### config.mk
export PLATFORM = sky130hd
export DESIGN_NAME = uart_fifo_core
export DESIGN_NICKNAME = d
export VERILOG_FILES = /design/src/rtl/uart_fifo_core.sv
export SDC_FILE = /design/constraint.sdc
export NUM_CORES = 1
export LEC_CHECK = 0
export CORE_MARGIN = 2
export CORE_UTILIZATION = 60
export DETAILED_ROUTE_END_ITERATION = 8
export PLACE_DENSITY = 0.78
export SLEW_MARGIN = 0
export SYNTH_ARGS = -nofsm -noshare
export SYNTH_HDL_FRONTEND = slang
export SYNTH_SLANG_ARGS = --single-unit
### constraint.sdc
create_clock -name clk -period 8.2 [get_ports clk]
set_input_delay 0.82 -clock clk [delete_from_list [all_inputs] [get_ports clk]]
set_output_delay 0.82 -clock clk [all_outputs]
set_load 0.02 [all_outputs]
### src/rtl/uart_fifo_core.sv
// Buffered UART: TX FIFO, start/data/stop transmitter and oversampled receiver.
// Optional even parity in both directions when UART_PARITY_EN is defined.
module uart_fifo_core #(
  parameter int unsigned CLK_HZ     = 50_000_000,
  parameter int unsigned DATA_BITS  = 8,
  parameter int unsigned TX_DEPTH   = 8,
  parameter int unsigned OVERSAMPLE = 16
) (
  input  logic                 clk,
  input  logic                 rst,
  input  logic [3:0]           baud_sel,
  input  logic                 wr_i,
  input  logic [DATA_BITS-1:0] dat_i,
  output logic                 tx_full,
  output logic                 tx_busy,
  output logic                 tx,
  input  logic                 rx,
  output logic                 rx_valid,
  output logic [DATA_BITS-1:0] rx_data,
  output logic                 rx_busy,
  output logic                 rx_err
);

  localparam int unsigned AW  = (TX_DEPTH > 1) ? $clog2(TX_DEPTH) : 1;
  localparam int unsigned OSW = $clog2(OVERSAMPLE);
  localparam logic [OSW-1:0] OS_LAST  = OSW'(OVERSAMPLE - 1);
  localparam logic [OSW-1:0] OS_HALF  = OSW'(OVERSAMPLE / 2 - 1);
  localparam logic [2:0]     LAST_BIT = 3'(DATA_BITS - 1);
  localparam logic [AW:0]    FULL_CNT = TX_DEPTH[AW:0];

  function automatic int unsigned calc_div(input int unsigned rate);
    int unsigned d;
    d = CLK_HZ / (rate * OVERSAMPLE);
    return (d == 0) ? 1 : d;
  endfunction

  localparam logic [31:0] DIV_1200   = calc_div(1200);
  localparam logic [31:0] DIV_2400   = calc_div(2400);
  localparam logic [31:0] DIV_4800   = calc_div(4800);
  localparam logic [31:0] DIV_9600   = calc_div(9600);
  localparam logic [31:0] DIV_19200  = calc_div(19200);
  localparam logic [31:0] DIV_38400  = calc_div(38400);
  localparam logic [31:0] DIV_57600  = calc_div(57600);
  localparam logic [31:0] DIV_115200 = calc_div(115200);
  localparam logic [31:0] DIV_230400 = calc_div(230400);
  localparam logic [31:0] DIV_460800 = calc_div(460800);

`ifdef UART_PARITY_EN
  typedef enum logic [2:0] {IDLE, START, DATA, PARITY, STOP} state_t;
`else
  typedef enum logic [1:0] {IDLE, START, DATA, STOP} state_t;
`endif

  state_t r_tx_state, r_rx_state;

  // ---------------- baud select and tick generator ----------------
  logic [3:0]  r_baud;
  logic [31:0] w_div;
  logic [31:0] r_div_cnt;
  logic        w_tick;

  always_comb begin
    w_div = DIV_9600;
    case (r_baud)
      4'd0:    w_div = DIV_1200;
      4'd1:    w_div = DIV_2400;
      4'd2:    w_div = DIV_4800;
      4'd3:    w_div = DIV_9600;
      4'd4:    w_div = DIV_19200;
      4'd5:    w_div = DIV_38400;
      4'd6:    w_div = DIV_57600;
      4'd7:    w_div = DIV_115200;
      4'd8:    w_div = DIV_230400;
      4'd9:    w_div = DIV_460800;
      default: w_div = DIV_9600;
    endcase
  end

  // >= keeps the counter bounded when a smaller divisor is selected mid-count
  assign w_tick = (r_div_cnt >= w_div - 32'd1);

  always_ff @(posedge clk) begin
    if (!rst) begin
      r_div_cnt <= '0;
      r_baud    <= 4'd3;
    end else begin
      r_div_cnt <= w_tick ? '0 : r_div_cnt + 32'd1;
      if (r_tx_state == IDLE && r_rx_state == IDLE)
        r_baud <= baud_sel;
    end
  end

  // ---------------- TX FIFO ----------------
  logic [DATA_BITS-1:0] r_mem [TX_DEPTH];
  logic [AW-1:0]        r_wptr, r_rptr;
  logic [AW:0]          r_cnt;
  logic                 w_full, w_empty, w_push, w_pop;
  logic [DATA_BITS-1:0] w_fifo_dout;

  assign w_full      = (r_cnt == FULL_CNT);
  assign w_empty     = (r_cnt == '0);
  assign w_push      = wr_i & ~w_full;
  assign w_fifo_dout = r_mem[r_rptr];

  always_ff @(posedge clk) begin
    if (w_push)
      r_mem[r_wptr] <= dat_i;
  end

  always_ff @(posedge clk) begin
    if (!rst) begin
      r_wptr <= '0;
      r_rptr <= '0;
      r_cnt  <= '0;
    end else begin
      if (w_push) r_wptr <= r_wptr + 1'b1;
      if (w_pop)  r_rptr <= r_rptr + 1'b1;
      case ({w_push, w_pop})
        2'b10:   r_cnt <= r_cnt + 1'b1;
        2'b01:   r_cnt <= r_cnt - 1'b1;
        default: r_cnt <= r_cnt;
      endcase
    end
  end

  // ---------------- transmitter ----------------
  logic [OSW-1:0]       r_tx_tcnt;
  logic [2:0]           r_tx_bit;
  logic [DATA_BITS-1:0] r_tx_sh;
  logic                 r_tx_arm;
  logic                 r_tx;
  logic                 w_tx_bit_end;

  assign w_tx_bit_end = w_tick & (r_tx_tcnt == OS_LAST);
  assign w_pop = ~w_empty & ((r_tx_state == IDLE) |
                             ((r_tx_state == STOP) & w_tx_bit_end));

`ifdef UART_PARITY_EN
  logic r_tx_par;
  always_ff @(posedge clk) begin
    if (!rst)
      r_tx_par <= 1'b0;
    else if (w_pop)
      r_tx_par <= ^w_fifo_dout;
  end
`endif

  // r_tx_arm holds a freshly popped frame until the next tick so the start bit
  // is a full OVERSAMPLE ticks long; back-to-back frames skip the wait.
  always_ff @(posedge clk) begin
    if (!rst) begin
      r_tx_state <= IDLE;
      r_tx       <= 1'b1;
      r_tx_tcnt  <= '0;
      r_tx_bit   <= '0;
      r_tx_sh    <= '0;
      r_tx_arm   <= 1'b0;
    end else begin
      case (r_tx_state)
        IDLE: begin
          if (w_pop) begin
            r_tx_sh    <= w_fifo_dout;
            r_tx_arm   <= 1'b1;
            r_tx_tcnt  <= '0;
            r_tx_state <= START;
          end
        end
        START: begin
          if (w_tick) begin
            if (r_tx_arm) begin
              r_tx_arm  <= 1'b0;
              r_tx      <= 1'b0;
              r_tx_tcnt <= '0;
            end else if (r_tx_tcnt == OS_LAST) begin
              r_tx_tcnt  <= '0;
              r_tx       <= r_tx_sh[0];
              r_tx_sh    <= r_tx_sh >> 1;
              r_tx_bit   <= '0;
              r_tx_state <= DATA;
            end else begin
              r_tx_tcnt <= r_tx_tcnt + 1'b1;
            end
          end
        end
        DATA: begin
          if (w_tx_bit_end) begin
            r_tx_tcnt <= '0;
            if (r_tx_bit == LAST_BIT) begin
`ifdef UART_PARITY_EN
              r_tx       <= r_tx_par;
              r_tx_state <= PARITY;
`else
              r_tx       <= 1'b1;
              r_tx_state <= STOP;
`endif
            end else begin
              r_tx_bit <= r_tx_bit + 1'b1;
              r_tx     <= r_tx_sh[0];
              r_tx_sh  <= r_tx_sh >> 1;
            end
          end else if (w_tick) begin
            r_tx_tcnt <= r_tx_tcnt + 1'b1;
          end
        end
`ifdef UART_PARITY_EN
        PARITY: begin
          if (w_tx_bit_end) begin
            r_tx_tcnt  <= '0;
            r_tx       <= 1'b1;
            r_tx_state <= STOP;
          end else if (w_tick) begin
            r_tx_tcnt <= r_tx_tcnt + 1'b1;
          end
        end
`endif
        STOP: begin
          if (w_tx_bit_end) begin
            r_tx_tcnt <= '0;
            if (w_pop) begin
              r_tx_sh    <= w_fifo_dout;
              r_tx_arm   <= 1'b0;
              r_tx       <= 1'b0;
              r_tx_state <= START;
            end else begin
              r_tx_state <= IDLE;
            end
          end else if (w_tick) begin
            r_tx_tcnt <= r_tx_tcnt + 1'b1;
          end
        end
        default: r_tx_state <= IDLE;
      endcase
    end
  end

  // ---------------- receiver ----------------
  logic                 r_rx_s1, r_rx_s2, r_rx_prev;
  logic                 w_rx_fall, w_rx_sample;
  logic [OSW-1:0]       r_rx_tcnt;
  logic [2:0]           r_rx_bit;
  logic [DATA_BITS-1:0] r_rx_sh;
  logic [DATA_BITS-1:0] r_rx_data;
  logic                 r_rx_valid, r_rx_err;

  assign w_rx_fall   = r_rx_prev & ~r_rx_s2;
  assign w_rx_sample = w_tick & (r_rx_tcnt == OS_LAST);

  always_ff @(posedge clk) begin
    if (!rst) begin
      r_rx_s1   <= 1'b1;
      r_rx_s2   <= 1'b1;
      r_rx_prev <= 1'b1;
    end else begin
      r_rx_s1   <= rx;
      r_rx_s2   <= r_rx_s1;
      r_rx_prev <= r_rx_s2;
    end
  end

`ifdef UART_PARITY_EN
  logic r_rx_pbit;
`endif

  always_ff @(posedge clk) begin
    if (!rst) begin
      r_rx_state <= IDLE;
      r_rx_tcnt  <= '0;
      r_rx_bit   <= '0;
      r_rx_sh    <= '0;
      r_rx_data  <= '0;
      r_rx_valid <= 1'b0;
      r_rx_err   <= 1'b0;
`ifdef UART_PARITY_EN
      r_rx_pbit  <= 1'b0;
`endif
    end else begin
      r_rx_valid <= 1'b0;
      case (r_rx_state)
        IDLE: begin
          if (w_rx_fall) begin
            r_rx_tcnt  <= '0;
            r_rx_state <= START;
          end
        end
        START: begin
          if (w_tick) begin
            if (r_rx_tcnt == OS_HALF) begin
              r_rx_tcnt <= '0;
              r_rx_bit  <= '0;
              r_rx_state <= r_rx_s2 ? IDLE : DATA;
            end else begin
              r_rx_tcnt <= r_rx_tcnt + 1'b1;
            end
          end
        end
        DATA: begin
          if (w_rx_sample) begin
            r_rx_tcnt <= '0;
            r_rx_sh   <= {r_rx_s2, r_rx_sh[DATA_BITS-1:1]};
            if (r_rx_bit == LAST_BIT) begin
`ifdef UART_PARITY_EN
              r_rx_state <= PARITY;
`else
              r_rx_state <= STOP;
`endif
            end else begin
              r_rx_bit <= r_rx_bit + 1'b1;
            end
          end else if (w_tick) begin
            r_rx_tcnt <= r_rx_tcnt + 1'b1;
          end
        end
`ifdef UART_PARITY_EN
        PARITY: begin
          if (w_rx_sample) begin
            r_rx_tcnt  <= '0;
            r_rx_pbit  <= r_rx_s2;
            r_rx_state <= STOP;
          end else if (w_tick) begin
            r_rx_tcnt <= r_rx_tcnt + 1'b1;
          end
        end
`endif
        STOP: begin
          if (w_rx_sample) begin
            r_rx_tcnt  <= '0;
            r_rx_data  <= r_rx_sh;
            r_rx_valid <= 1'b1;
`ifdef UART_PARITY_EN
            r_rx_err   <= ~r_rx_s2 | (r_rx_pbit ^ (^r_rx_sh));
`else
            r_rx_err   <= ~r_rx_s2;
`endif
            r_rx_state <= IDLE;
          end else if (w_tick) begin
            r_rx_tcnt <= r_rx_tcnt + 1'b1;
          end
        end
        default: r_rx_state <= IDLE;
      endcase
    end
  end

  assign tx       = r_tx;
  assign tx_full  = w_full;
  assign tx_busy  = (r_tx_state != IDLE) | ~w_empty;
  assign rx_valid = r_rx_valid;
  assign rx_data  = r_rx_data;
  assign rx_err   = r_rx_err;
  assign rx_busy  = (r_rx_state != IDLE);

endmodule

**After elaboration in Yosys (flattened, before gate mapping)**

Memories as Yosys holds them, arrays and structs flattened. A register that Yosys moved wholly into a read port is not among the register bits.
Index checks and enable logic that the tools add are counted.

- Bits in read-only memories: 192
- Memories kept: 2
- Output and inout port bits: 14
- Word-level logic and storage cells: 173
- Input bits: 16
- Memory bits (writable): 64
- Register bits after elaboration: 95

- Order comparisons: 1
- Equality and inequality tests: 33
- Bitwise operators: 12
- Reductions and logical operators: 26
- Muxes and demuxes: 68
- $add $sub $neg: 10

Memories:

| name | depth | width | rd ports | clocked after Yosys merged registers in | write ports | RTL line | source |
|---|---|---|---|---|---|---|---|
| (name not given) | 16 | 12 | 1 | 1 | 0 | 64 | `case (r_baud)` |
| r_mem | 8 | 8 | 1 | 1 | 1 | 94 | `logic [DATA_BITS-1:0] r_mem [TX_DEPTH];` |

Operators with widths:

| kind | count |
|---|---|
| $mux 8 | 7 |
| $mux 4 | 13 |
| $mux 3 | 11 |
| $add 32x1->32 const B | 1 |
| $ge 32x32->1 | 1 |
| $ne 2x2->1 const B | 16 |
| $pmux 8 s4 | 1 |
| $sub 32x1->32 const B | 1 |
| $mux 2 | 14 |
| $pmux 4 s3 | 2 |
| $reduce_and 6->1 | 4 |
| $pmux 2 s4 | 2 |
| $mux 1 | 13 |
| $add 3x1->3 const B | 4 |
| $add 4x1->4 const B | 3 |
| $eq 4x4->1 const B | 3 |
| $pmux 3 s2 | 2 |
| $eq 2x2->1 const B | 5 |
| $reduce_and 5->1 | 2 |
| $reduce_bool 2->1 | 5 |
| $pmux 4 s2 | 1 |
| $reduce_and 7->1 | 1 |
| $and 1x1->1 | 6 |
| $eq 2x1->1 const B | 3 |
| other kinds (15) | 29 |

**Longest topological paths before layout**

- Word-level depth: 9
- Mapped depth: 19
- Gate-level depth less buffers: 19

**Worst setup path before layout**

OpenSTA, ideal clock, no wires.

- Path type: register to register
- Start point: register w_div[7] (netlist name)
- End point: register r_cnt[2]
- Data arrival time: 4.518 ns
- Cell stages (with the launch flop): 19
- Clock period less this slack: 4.588 ns
- Setup time: 0.071 ns
- Buffers on the path: 0
- Slack: 3.612 ns
- Required time: 8.129 ns
- Cell sequence: dfxtp_1 > or3_1 > or4_1 > nor2_1 > ha_1 > ha_1 > and4_1 > nand2_1 > or4_4 > a31oi_4 > o21ai_0 > nand2_1 > ha_1 > xor2_1 > ha_1 > a21oi_1 > xor2_1 > or3_1 > a21oi_1

- Word-level cells in the longest chain between the ends: 8
- Elaborated cells between the ends (all ways): 10
- Classes of those cells: add/sub (1); order compare (1); eq/ne (2); mux (1); bitwise (4); reduce/logical (1)

Ends and longest elaborated chain:

| item | RTL line | source |
|---|---|---|
| $sub 32x1->32 * | 80 | `assign w_tick = (r_div_cnt >= w_div - 32'd1);` |
| $ge 32x32->1 * | 80 |  |
| $and 1x1->1 * | 134 | `assign w_tx_bit_end = w_tick & (r_tx_tcnt == OS_LAST);` |
| $and 1x1->1 * | 136 | `((r_tx_state == STOP) & w_tx_bit_end));` |
| $or 1x1->1 * | 135 | `assign w_pop = ~w_empty & ((r_tx_state == IDLE) \|` |
| $and 1x1->1 * | 135 |  |
| named net w_pop | 97 | `logic w_full, w_empty, w_push, w_pop;` |
| $eq 2x1->1 / $eq 2x2->1 (equally long branches) | 118 | `case ({w_push, w_pop})` |
| $pmux 4 s2 / $reduce_bool 2->1 (equally long branches) | n/a |  |
| end signal, assigned | 119 | `2'b10: r_cnt <= r_cnt + 1'b1;` |
| end signal, assigned | 120 | `2'b01: r_cnt <= r_cnt - 1'b1;` |
| end signal, assigned | 121 | `default: r_cnt <= r_cnt;` |
| end, declared | 96 | `logic [AW:0] r_cnt;` |

The timed path passes the listed nets; every way through them passes the cells marked *.
A chain may end at the register's enable or synchronous reset.

**Worst setup path after layout**

- Start point: register w_div[7] (netlist name)
- End point: register r_cnt[2]

- Word-level cells in the longest chain between the ends: 8
- Elaborated cells between the ends (all ways): 10
- Classes of those cells: add/sub (1); order compare (1); eq/ne (2); mux (1); bitwise (4); reduce/logical (1)

Ends and longest elaborated chain:

| item | RTL line |
|---|---|
| $sub 32x1->32 * | 80 |
| $ge 32x32->1 * | 80 |
| $and 1x1->1 * | 134 |
| $and 1x1->1 * | 136 |
| $or 1x1->1 * | 135 |
| $and 1x1->1 * | 135 |
| named net w_pop | 97 |
| $eq 2x1->1 / $eq 2x2->1 (equally long branches) | 118 |
| $pmux 4 s2 / $reduce_bool 2->1 (equally long branches) | n/a |

Marked as above.

==> results.cfg <==
[run_status]
outcome = complete, no violations

[detailed_routing]
route.final.wire_length_mm = 16.6
routed-via-count = 5847
first_iter_violations = 373
routed_via_density = 5.89
routed_wire_length_per_instance_um = 16.7
detail_route.first_pass.iterations = 5
route.detailed.drc = 0
route.antenna.remaining_nets = 0

[worst_setup_path]
max_stage_delay_ns = 0.55
crit_path_end_kind = flip-flop
critical_path_rt_ns = 8.55
crit_fanout = 8
crit_slowest_cell = or4_4
worst-path-buf-inv = 0
path_delay_family = simple AND/OR/NAND/NOR gates
critPathKind = flip-flop to flip-flop
cp.arrival_ns = 5.49
cp_cell_sequence = or3_1 > or4_1 > nor2_1 > ha_1 > ha_1 > and4_1 > nand2_1 > or4_4 > a31oi_4 > o21ai_0 > nand2_1 > ha_1 > xor2_1 > ha_1 > a21oi_1 > xor2_1 > or3_1 > a21oi_1
worst_setup_path_start_kind = flip-flop
cpMostUsedCell = ha_1

[power_and_ir_drop]
p_per_area_mw_per_mm2 = 278
max-vdd-ir-drop_mv = 0.204
p_leak_nw = 3.61

[floorplan]
floorplan.die.height_um = 122
fp.coreArea_mm2 = 0.0137
die_w_um = 122
initial_utilization_pct = 60.7
boundaryPins = 30
die_area_mm2 = 0.0148
site_row_count = 43

[layout]
nets = 871
area_growth_pct = 12.4
final.fill_count = 986
drive_gt1_share_pct = 8.62
sequential_area_mm2 = 0.00412
antenna_cells_inserted = 0
fin_util_pct = 68.2
multi_input_area_mm2 = 0.00399

[synthesis]
async_flop_share_pct = 0
post-synth-top-area-fraction_pct = 26.5
ys_warn_count = 0
post_synthesis_net_count = 848
synth.distinct_cells = 64
synth-seq-cells = 174
synth_top_area_cell = dfxtp_1
synthesis.area_mm2 = 0.00832
synth_enable_flop_cells = 64
synthCells = 776
post_synthesis_sequential_area_ratio_pct = 49.6
synth_top_cells_by_area = dfxtp_1 (26%), edfxtp_1 (23%), ha_1 (8.4%)
syn_area_per_cell_um2 = 10.7
dominantRegCellSynth = dfxtp_1

[min_path]
timing.hold.worst.class = flip-flop to flip-flop

[sta]
finalMaxSlewViolations = 0
fmax_ghz = 0.194
layout_worst_path_cycle_share_pct = 62.7
setup_total_negative_slack_ns = 0
finalCriticalPeriod_ns = 5.14
rsz0062_at_grt = false
report.final.hold_viol_count = 0
finalSetupViolCount = 0
holdWs_ns = 0.409
slew_headroom_pct = 30.3
tightest_slew_ns = 1.04
timing.clock.skew_ns = 0.0116

[clock_network]
cts_hold_buffers = 0
path_clk_slew_ns = 0.07
h_tree_lvl_count = 4
post_cts_resize_count = 0
root_buffer_cell = clkbuf_16
cts_inserted_buffers = 17
tritoncts_clock_tree = built
clock_sink_count = 174
insertion_delay_ns = 0.43
post_cts_setup_driven_buffer_insertion_count = 0
buffer_depth_of_the_longest_clock_path = 2

[global_route]
wire_length_of_the_first_global_routing_pass_mm = 27.2
globalRouteTotalUtil_pct = 23.6
grt_max_degree = 53
grt_overflow = 0
vias_in_the_first_global_route = 5833
grt_antenna_before_repair = 0

[placement]
placement.io_buffers = 29
place_hpwl_mm = 11.3
final_replace_weighted_congestion = 0.861

[job]
drv_cap = 0
[report_power, final]
group | switching, mW | total (mW) | internal [mW]
Clock | 0.354 | 0.813 | 0.459
Sequential | 0.0911 | 1.07 | 0.981
Combinational | 0.393 | 0.713 | 0.320
Total | 0.838 | 2.60 | 1.76
[final cells by class]
type | count | area share [%]
Clock buffer | 17 | 4.55
Inverter | 22 | 0.882
Timing Repair Buffer | 36 | 3.61
Clock inverter | 15 | 1.87
Sequential cell | 174 | 44.1
Tap cell | 180 | 2.41
Multi-Input combinational cell | 548 | 42.6
[worst paths after layout]
| check | start | end | slack [ns] | depth (start not counted) |
|---|---|---|---|---|
| worst max-delay path | w_div[7] | r_cnt[2] | 3.06 | 18 |
| worst min-delay path | r_rx_s1 | r_rx_s2 | 0.41 | 1 |
| worst max register to register | w_div[7] | r_cnt[2] | 3.06 | 18 |
| worst min register to register | r_rx_s1 | r_rx_s2 | 0.41 | 1 |
[kinds of logic after synthesis]
kind of cell | Yosys count | synth area share (%)
DFF | 174 | 49.6
adders and majority gates | 56 | 8.42
AOI/OAI and AO/OA | 102 | 8.60
xor gates and xnor gates | 46 | 4.84
muxes | 63 | 9.98
and+or+nand+nor | 281 | 15.9
buffers and inverters | 54 | 2.71
[cell usage after synthesis, types with 2 or more instances]
cell type and n:
a2111oi_2 2, a211oi_1 2, a21boi_0 2, a21oi_1 25
a22oi_1 2, a311oi_1 3, a31oi_1 3, a32o_1 3
and2_1 5, and3_1 9, and3b_1 2, and4_1 3
buf_2 6, buf_6 2, clkbuf_1 23, dfxtp_1 110
edfxtp_1 64, ha_1 56, inv_1 22, mux2i_1 47
mux4_2 16, nand2_1 94, nand2b_1 10, nand3_1 25
nand4_1 9, nor2_1 77, nor2b_1 4, nor3_1 15
nor3b_1 3, nor4_1 4, nor4_2 2, o211ai_1 5
o21a_1 3, o21ai_0 27, o21bai_1 4, o22ai_1 3
o31ai_1 2, or3_1 12, xnor2_1 20, xor2_1 26
[per-stage QoR]
| stage | total power [mW] | instance area, µm² | instances | worst slack [ns] |
|---|---|---|---|---|
| 5_1_grt | 2.73 | 9360 | 992 | 2.72 |
| 4_1_cts | 2.62 | 9360 | 992 | 3.06 |
| 3_5_place_dp | 1.79 | 8760 | 960 | 3.08 |
| 2_1_floorplan | 1.63 | 8320 | 776 | 3.61 |
| 3_3_place_gp | 1.76 | 8760 | 960 | 3.31 |
| 6_report | 2.60 | 9360 | 992 | 3.06 |
[state kept, by name, indices dropped and copies added (netlist names), 8 cells and up, named ones only]
signal     cells
r_mem         64
r_div_cnt     32
w_div         12
r_rx_sh        8
r_tx_sh        8
rx_data        8
[cells in the final DEF, fill, tap and decap left out, types with 4 or more instances in the layout]
master           count
nor2_1              77
o21bai_1             4
o21ai_0             27
clkbuf_16           17
dfxtp_1            110
nor2b_1              4
and2_1               5
nor3_1              14
nand4_1              9
and3_1               9
xor2_1              26
inv_1               22
edfxtp_1            64
clkdlybuf4s50_1     28
a21oi_1             25
ha_1                56
xnor2_1             20
buf_4                7
nor4_1               4
mux4_2              16
inv_6                4
or3_1               12
nand3_1             25
o211ai_1             5
mux2i_1             47
nand2b_1            10
nand2_1             94
[layer usage]
metal,up-vias,GRT usage [%],share of wire (%)
li1,2831,-,-
met1,2845,26.8,41
met2,128,41.9,53
met3,43,4.45,2.8
met4,0,12.4,3.3
met5,-,0,0
No activity file was read; power rests on OpenSTA's default activity.
